File: src/rtl/barrel_shift_pipe.sv
// Pipelined barrel shifter: an input capture register followed by one registered
// shift level per bit of the shift amount, with a single stall-all handshake.
module barrel_shift_pipe #(
    parameter int WIDTH  = 64,
    parameter int SAMT_W = $clog2(WIDTH)
) (
    input  logic              clk,
    input  logic              rst_n,
    input  logic              in_valid,
    output logic              in_ready,
    input  logic [WIDTH-1:0]  in_data,
    input  logic [SAMT_W-1:0] in_samt,
    input  logic [2:0]        in_mode,
    output logic              out_valid,
    input  logic              out_ready,
    output logic [WIDTH-1:0]  out_data,
    output logic              out_ovf,
    output logic              out_err
);

    typedef enum logic [2:0] {
        MODE_LSL = 3'b000,
        MODE_LSR = 3'b001,
        MODE_ASR = 3'b010,
        MODE_ASL = 3'b011,
        MODE_ROL = 3'b100,
        MODE_ROR = 3'b101
    } mode_e;

    // Index 0 is the operand capture register; index s (1..SAMT_W) holds the
    // result after shifting by bit SAMT_W-s of the amount.
    logic              vld_q  [0:SAMT_W];
    logic [WIDTH-1:0]  data_q [0:SAMT_W];
    logic              ovf_q  [0:SAMT_W];
    logic              err_q  [0:SAMT_W];
    logic [SAMT_W-1:0] samt_q [0:SAMT_W-1];
    logic [2:0]        mode_q [0:SAMT_W-1];
    logic              sign_q [0:SAMT_W-1];
    logic [WIDTH:0]    step_d [1:SAMT_W];
    logic              adv;

    function automatic logic [WIDTH:0] shift_step(
        input logic [WIDTH-1:0] d,
        input logic [2:0]       mode,
        input logic             sign,
        input int               amt
    );
        logic [WIDTH-1:0] r;
        logic [WIDTH-1:0] fill;
        logic [WIDTH-2:0] ones;
        logic [WIDTH-2:0] hi_mask;
        logic [WIDTH-2:0] low;
        logic             ov;
        r       = d;
        ov      = 1'b0;
        fill    = ~({WIDTH{1'b1}} >> amt);
        ones    = '1;
        hi_mask = ~(ones >> amt);
        low     = d[WIDTH-2:0] << amt;
        case (mode)
            MODE_LSL: r = d << amt;
            MODE_LSR: r = d >> amt;
            MODE_ASR: r = (d >> amt) | (fill & {WIDTH{sign}});
            MODE_ASL: begin
                // Sign bit is pinned; any magnitude bit pushed past it that
                // disagrees with the sign means the value no longer fits.
                r  = {sign, low};
                ov = |((d[WIDTH-2:0] ^ {(WIDTH-1){sign}}) & hi_mask);
            end
            MODE_ROL: r = (d << amt) | (d >> (WIDTH - amt));
            MODE_ROR: r = (d >> amt) | (d << (WIDTH - amt));
            default:  r = d;
        endcase
        return {ov, r};
    endfunction

    assign adv       = !vld_q[SAMT_W] || out_ready;
    assign in_ready  = adv;
    assign out_valid = vld_q[SAMT_W];
    assign out_data  = data_q[SAMT_W];
    assign out_ovf   = ovf_q[SAMT_W];
    assign out_err   = err_q[SAMT_W];

    always_comb begin
        int amt;
        for (int s = 1; s <= SAMT_W; s++) begin
            amt       = 1 << (SAMT_W - s);
            step_d[s] = {1'b0, data_q[s-1]};
            if (samt_q[s-1][SAMT_W-1]) begin
                step_d[s] = shift_step(data_q[s-1], mode_q[s-1], sign_q[s-1], amt);
            end
        end
    end

    always_ff @(posedge clk or negedge rst_n) begin
        if (!rst_n) begin
            for (int s = 0; s <= SAMT_W; s++) begin
                vld_q[s]  <= 1'b0;
                data_q[s] <= '0;
                ovf_q[s]  <= 1'b0;
                err_q[s]  <= 1'b0;
            end
            for (int s = 0; s < SAMT_W; s++) begin
                samt_q[s] <= '0;
                mode_q[s] <= '0;
                sign_q[s] <= 1'b0;
            end
        end else if (adv) begin
            // Capture stage: operand fields are sampled only on accept.
            vld_q[0] <= in_valid;
            if (in_valid) begin
                data_q[0] <= in_data;
                samt_q[0] <= in_samt;
                mode_q[0] <= in_mode;
                sign_q[0] <= in_data[WIDTH-1];
                ovf_q[0]  <= 1'b0;
                err_q[0]  <= in_mode[2] & in_mode[1];
            end
            // Shift stages: the amount is consumed MSB-first by shifting it left.
            for (int s = 1; s <= SAMT_W; s++) begin
                vld_q[s]  <= vld_q[s-1];
                data_q[s] <= step_d[s][WIDTH-1:0];
                ovf_q[s]  <= ovf_q[s-1] | step_d[s][WIDTH];
                err_q[s]  <= err_q[s-1];
            end
            for (int s = 1; s < SAMT_W; s++) begin
                samt_q[s] <= samt_q[s-1] << 1;
                mode_q[s] <= mode_q[s-1];
                sign_q[s] <= sign_q[s-1];
            end
        end
    end

endmodule
File: config.mk
export PLATFORM = sky130hd
export DESIGN_NAME = barrel_shift_pipe
export DESIGN_NICKNAME = d
export VERILOG_FILES = /design/src/rtl/barrel_shift_pipe.sv
export SDC_FILE = /design/constraint.sdc
export NUM_CORES = 1
export LEC_CHECK = 0
export CAP_MARGIN = 30
export CORE_MARGIN = 1.5
export CORE_UTILIZATION = 45
export CTS_CLUSTER_SIZE = 12
export DETAILED_ROUTE_END_ITERATION = 12
export GPL_ROUTABILITY_DRIVEN = 0
export SYNTH_ARGS = -nofsm -noshare
export SYNTH_HDL_FRONTEND = slang
export SYNTH_SLANG_ARGS = --single-unit
File: constraint.sdc
create_clock -name clk -period 3.3 [get_ports clk]
set_clock_uncertainty 0.2 [all_clocks]
set_input_delay 0.66 -clock clk [delete_from_list [all_inputs] [get_ports clk]]
set_output_delay 0.66 -clock clk [all_outputs]
set_load 0.05 [all_outputs]
==> impl_metrics.py <==
metrics = {
    "status": {
        "status": "complete, no violations",
    },
    "clock_network": {
        "clk_pin_slew_ps": 60,
        "cts-resized-gates": 0,
        "cts_buffers": 56,
        "cts_root_buf": "clkbuf_16",
        "htreeDepth": 2,
        "post_cts_buffers": 0,
        "worstSkewPairLatency_ps": 620,
        "cts_tree": "yes",
        "clk_path_buf_depth": 3,
        "cts.sinks": 512,
    },
    "power": {
        "powerDensity_nw_per_um2": 1180,
        "p_leak_nw": 11.5,
        "total_power_mw": 34.4,
        "peakVddDrop_v": 0.000706,
    },
    "grt": {
        "grt_usage_pct": 22.2,
        "first_global_vias": 19519,
        "antenna_found_initial": 0,
        "grt_max_degree": 145,
        "overflow": 0,
        "grt_first_pass_wirelength_um": 107000,
    },
    "logic_synthesis": {
        "syn_area_per_cell_sq_um": 9.20,
        "ys_types": 44,
        "synth_edf_count": 0,
        "ys_ff_latch": 512,
        "synthCells": 2790,
        "synth_ff_type": "dfrtp_1",
        "synth.cell_area_sq_um": 25700,
        "synthArstFlopShare_pct": 100,
        "yosys_warnings": 0,
        "synth_seq_area_share_pct": 49.9,
        "synth_nets": 2867,
    },
    "sta": {
        "final.min_clock_period_ps": 2670,
        "relSlewSlack_pct": 45.7,
        "max_freq_mhz": 374,
        "worst_pin_slew_ps": 813,
        "finalMaxSlewViolations": 0,
        "fin_tns_setup_ps": 0,
        "period_share_pct": 81.0,
        "setup_viol": 0,
        "hold_viol_final": 0,
        "rsz0062_at_grt": "false",
    },
    "route": {
        "avgRoutedWirePerCell_um": 18.7,
        "routed_wl_um": 65900,
        "remaining_drc_errors": 0,
        "drt_iter0_markers": 1333,
        "ant_nets": 0,
        "vias": 20813,
        "drt-pass1-iter-count": 5,
        "vias_per_cell": 5.91,
    },
    "floorplanning": {
        "num_rows": 87,
        "die_h_um": 242,
        "initial_core_util_pct": 45.5,
        "dieArea_sq_um": 58500,
        "dieWidth_um": 242,
        "core_sq_um": 56400,
        "ioPinCount": 145,
    },
    "cells_and_area": {
        "nets": 2796,
        "area_delta_synth_final_pct": 13.6,
        "layout-drive-gt1-share_pct": 8.39,
        "diodes": 0,
        "fillers": 5280,
        "stdcell_area_sq_um": 29100,
    },
    "setup_path": {
        "cp_data_arrival_time_ps": 1810,
        "required_ps": 2440,
        "crit_fanout": 6,
        "cp-start-kind": "input port",
        "crit_type": "in -> out",
        "r2r_slack_ps": 680,
        "cp-end-kind": "output port",
    },
    "job": {
        "cap_violations": 0,
    },
    "placed_design": {
        "io_buffers": 144,
        "dp_hpwl_um": 47400,
        "place_area_sq_um": 27300,
    },
    "hold_path": {
        "hp-class": "reg -> reg",
    },
}
## placed cells by master, fill, tap and decap left out, types with 47 or more instances in the layout
| master | synthesis | routed |
|---|---|---|
| o31ai_1 | 47 | 47 |
| o21ai_1 | 70 | 68 |
| dfrtp_1 | 512 | 512 |
| mux2_2 | 73 | 73 |
| o21ai_0 | 567 | 566 |
| clkbuf_16 | 0 | 56 |
| a221o_1 | 274 | 274 |
| a221oi_1 | 47 | 47 |
| nor2_1 | 132 | 131 |
| clkdlybuf4s50_1 | 0 | 142 |
| nand2_1 | 533 | 531 |
## cell type report
cell class / count / area (sq um) / share of cell area, %
Inverter: 8 / 30.0 / 0.103
Multi-Input combinational cell: 1941 / 11400 / 39.1
Clock inverter: 14 / 160 / 0.550
Tap cell: 756 / 946 / 3.25
Clock buffer: 89 / 1670 / 5.71
Sequential cell: 512 / 12800 / 44.0
Timing Repair Buffer: 200 / 2130 / 7.31
## Yosys cell counts, drive strengths merged (17+ instances only)
| master | instances | area share (%) |
|---|---|---|
| o31ai | 47 | 1.4 |
| dfrtp | 512 | 50 |
| a21oi | 42 | 0.82 |
| mux2 | 73 | 3.2 |
| nand2 | 533 | 7.8 |
| nand3 | 17 | 0.33 |
| nor2 | 132 | 1.9 |
| a221oi | 47 | 1.6 |
| buf | 111 | 2.8 |
| o21ai | 637 | 12 |
| a221o | 274 | 11 |
| clkbuf | 218 | 3.2 |
## critical path, cell delays in order
cell and delay, ps:
clkdlybuf4s50_1 440, nor2b_4 310, inv_2 170, buf_4 230
## what timing repair did
action	4_1_cts	5_1_grt
hold endpoints to repair	58	0
endpoints found under the setup margin	0	0
hold buffers	1	0
## worst paths after layout
check / from / endpoint / depth (start not counted)
setup / recovery: out_ready / in_ready / 4
hold / removal: vld_q[1]$_DFFE_PN0N_ / out_valid$_DFFE_PN0N_ / 1
setup reg to reg: mode_q[9]$_DFFE_PN0N_ / data_q[226]$_DFFE_PN0N_ / 6
hold reg to reg: vld_q[1]$_DFFE_PN0N_ / out_valid$_DFFE_PN0N_ / 1
max in group asynchronous: rst_n / data_q[226]$_DFFE_PN0N_ / 3
min in group asynchronous: rst_n / out_data[55]$_DFFE_PN0N_ / 2
## sequential cells by signal, summed over array words and instances, names as in the netlist, 5 cells and up
name      cells
data_q      384
err_q         6
mode_q       18
out_data     64
ovf_q         5
samt_q       21
sign_q        5
vld_q         6
## logic make-up after synthesis
family | count (synthesis) | share of synthesized area (%)
multiplexers | 76 | 3.32
AND/OR/NAND/NOR | 755 | 11.9
XOR/XNOR | 6 | 0.205
buffers and inverters | 337 | 6.13
flip-flops | 512 | 49.9
AO/OA/AOI/OAI | 1104 | 28.5
## metrics by stage
| step | utilization, % | std cells | hold WS (ps) | setup slack [ps] |
|---|---|---|---|---|
| after global placement | 48.4 | 3415 | 242 | 423 |
| after detailed placement | 48.4 | 3415 | 252 | 391 |
| final | 51.7 | 3520 | 259 | 627 |
| after CTS | 51.6 | 3519 | 266 | 596 |
| after floorplan | - | 2790 | 164 | 836 |
| after global routing | 51.7 | 3520 | 286 | 550 |
## layer usage
layer / vias to the layer above / track usage [%] / routed length, um
met3: 146 / 2.74 / 2720
met4: 0 / 9.15 / 2580
met1: 10013 / 29.6 / 29300
met2: 583 / 36.6 / 31300
met5: - / 0 / 0
li1: 10071 / - / -
## power by group
group,switching [mW],internal (mW),leakage [nW]
clock,2.51,3.67,0.902
sequential,3.99,9.39,6.13
combinational,9.00,5.85,4.47
total,15.5,18.9,11.5
(Power assumes the default switching activity.)
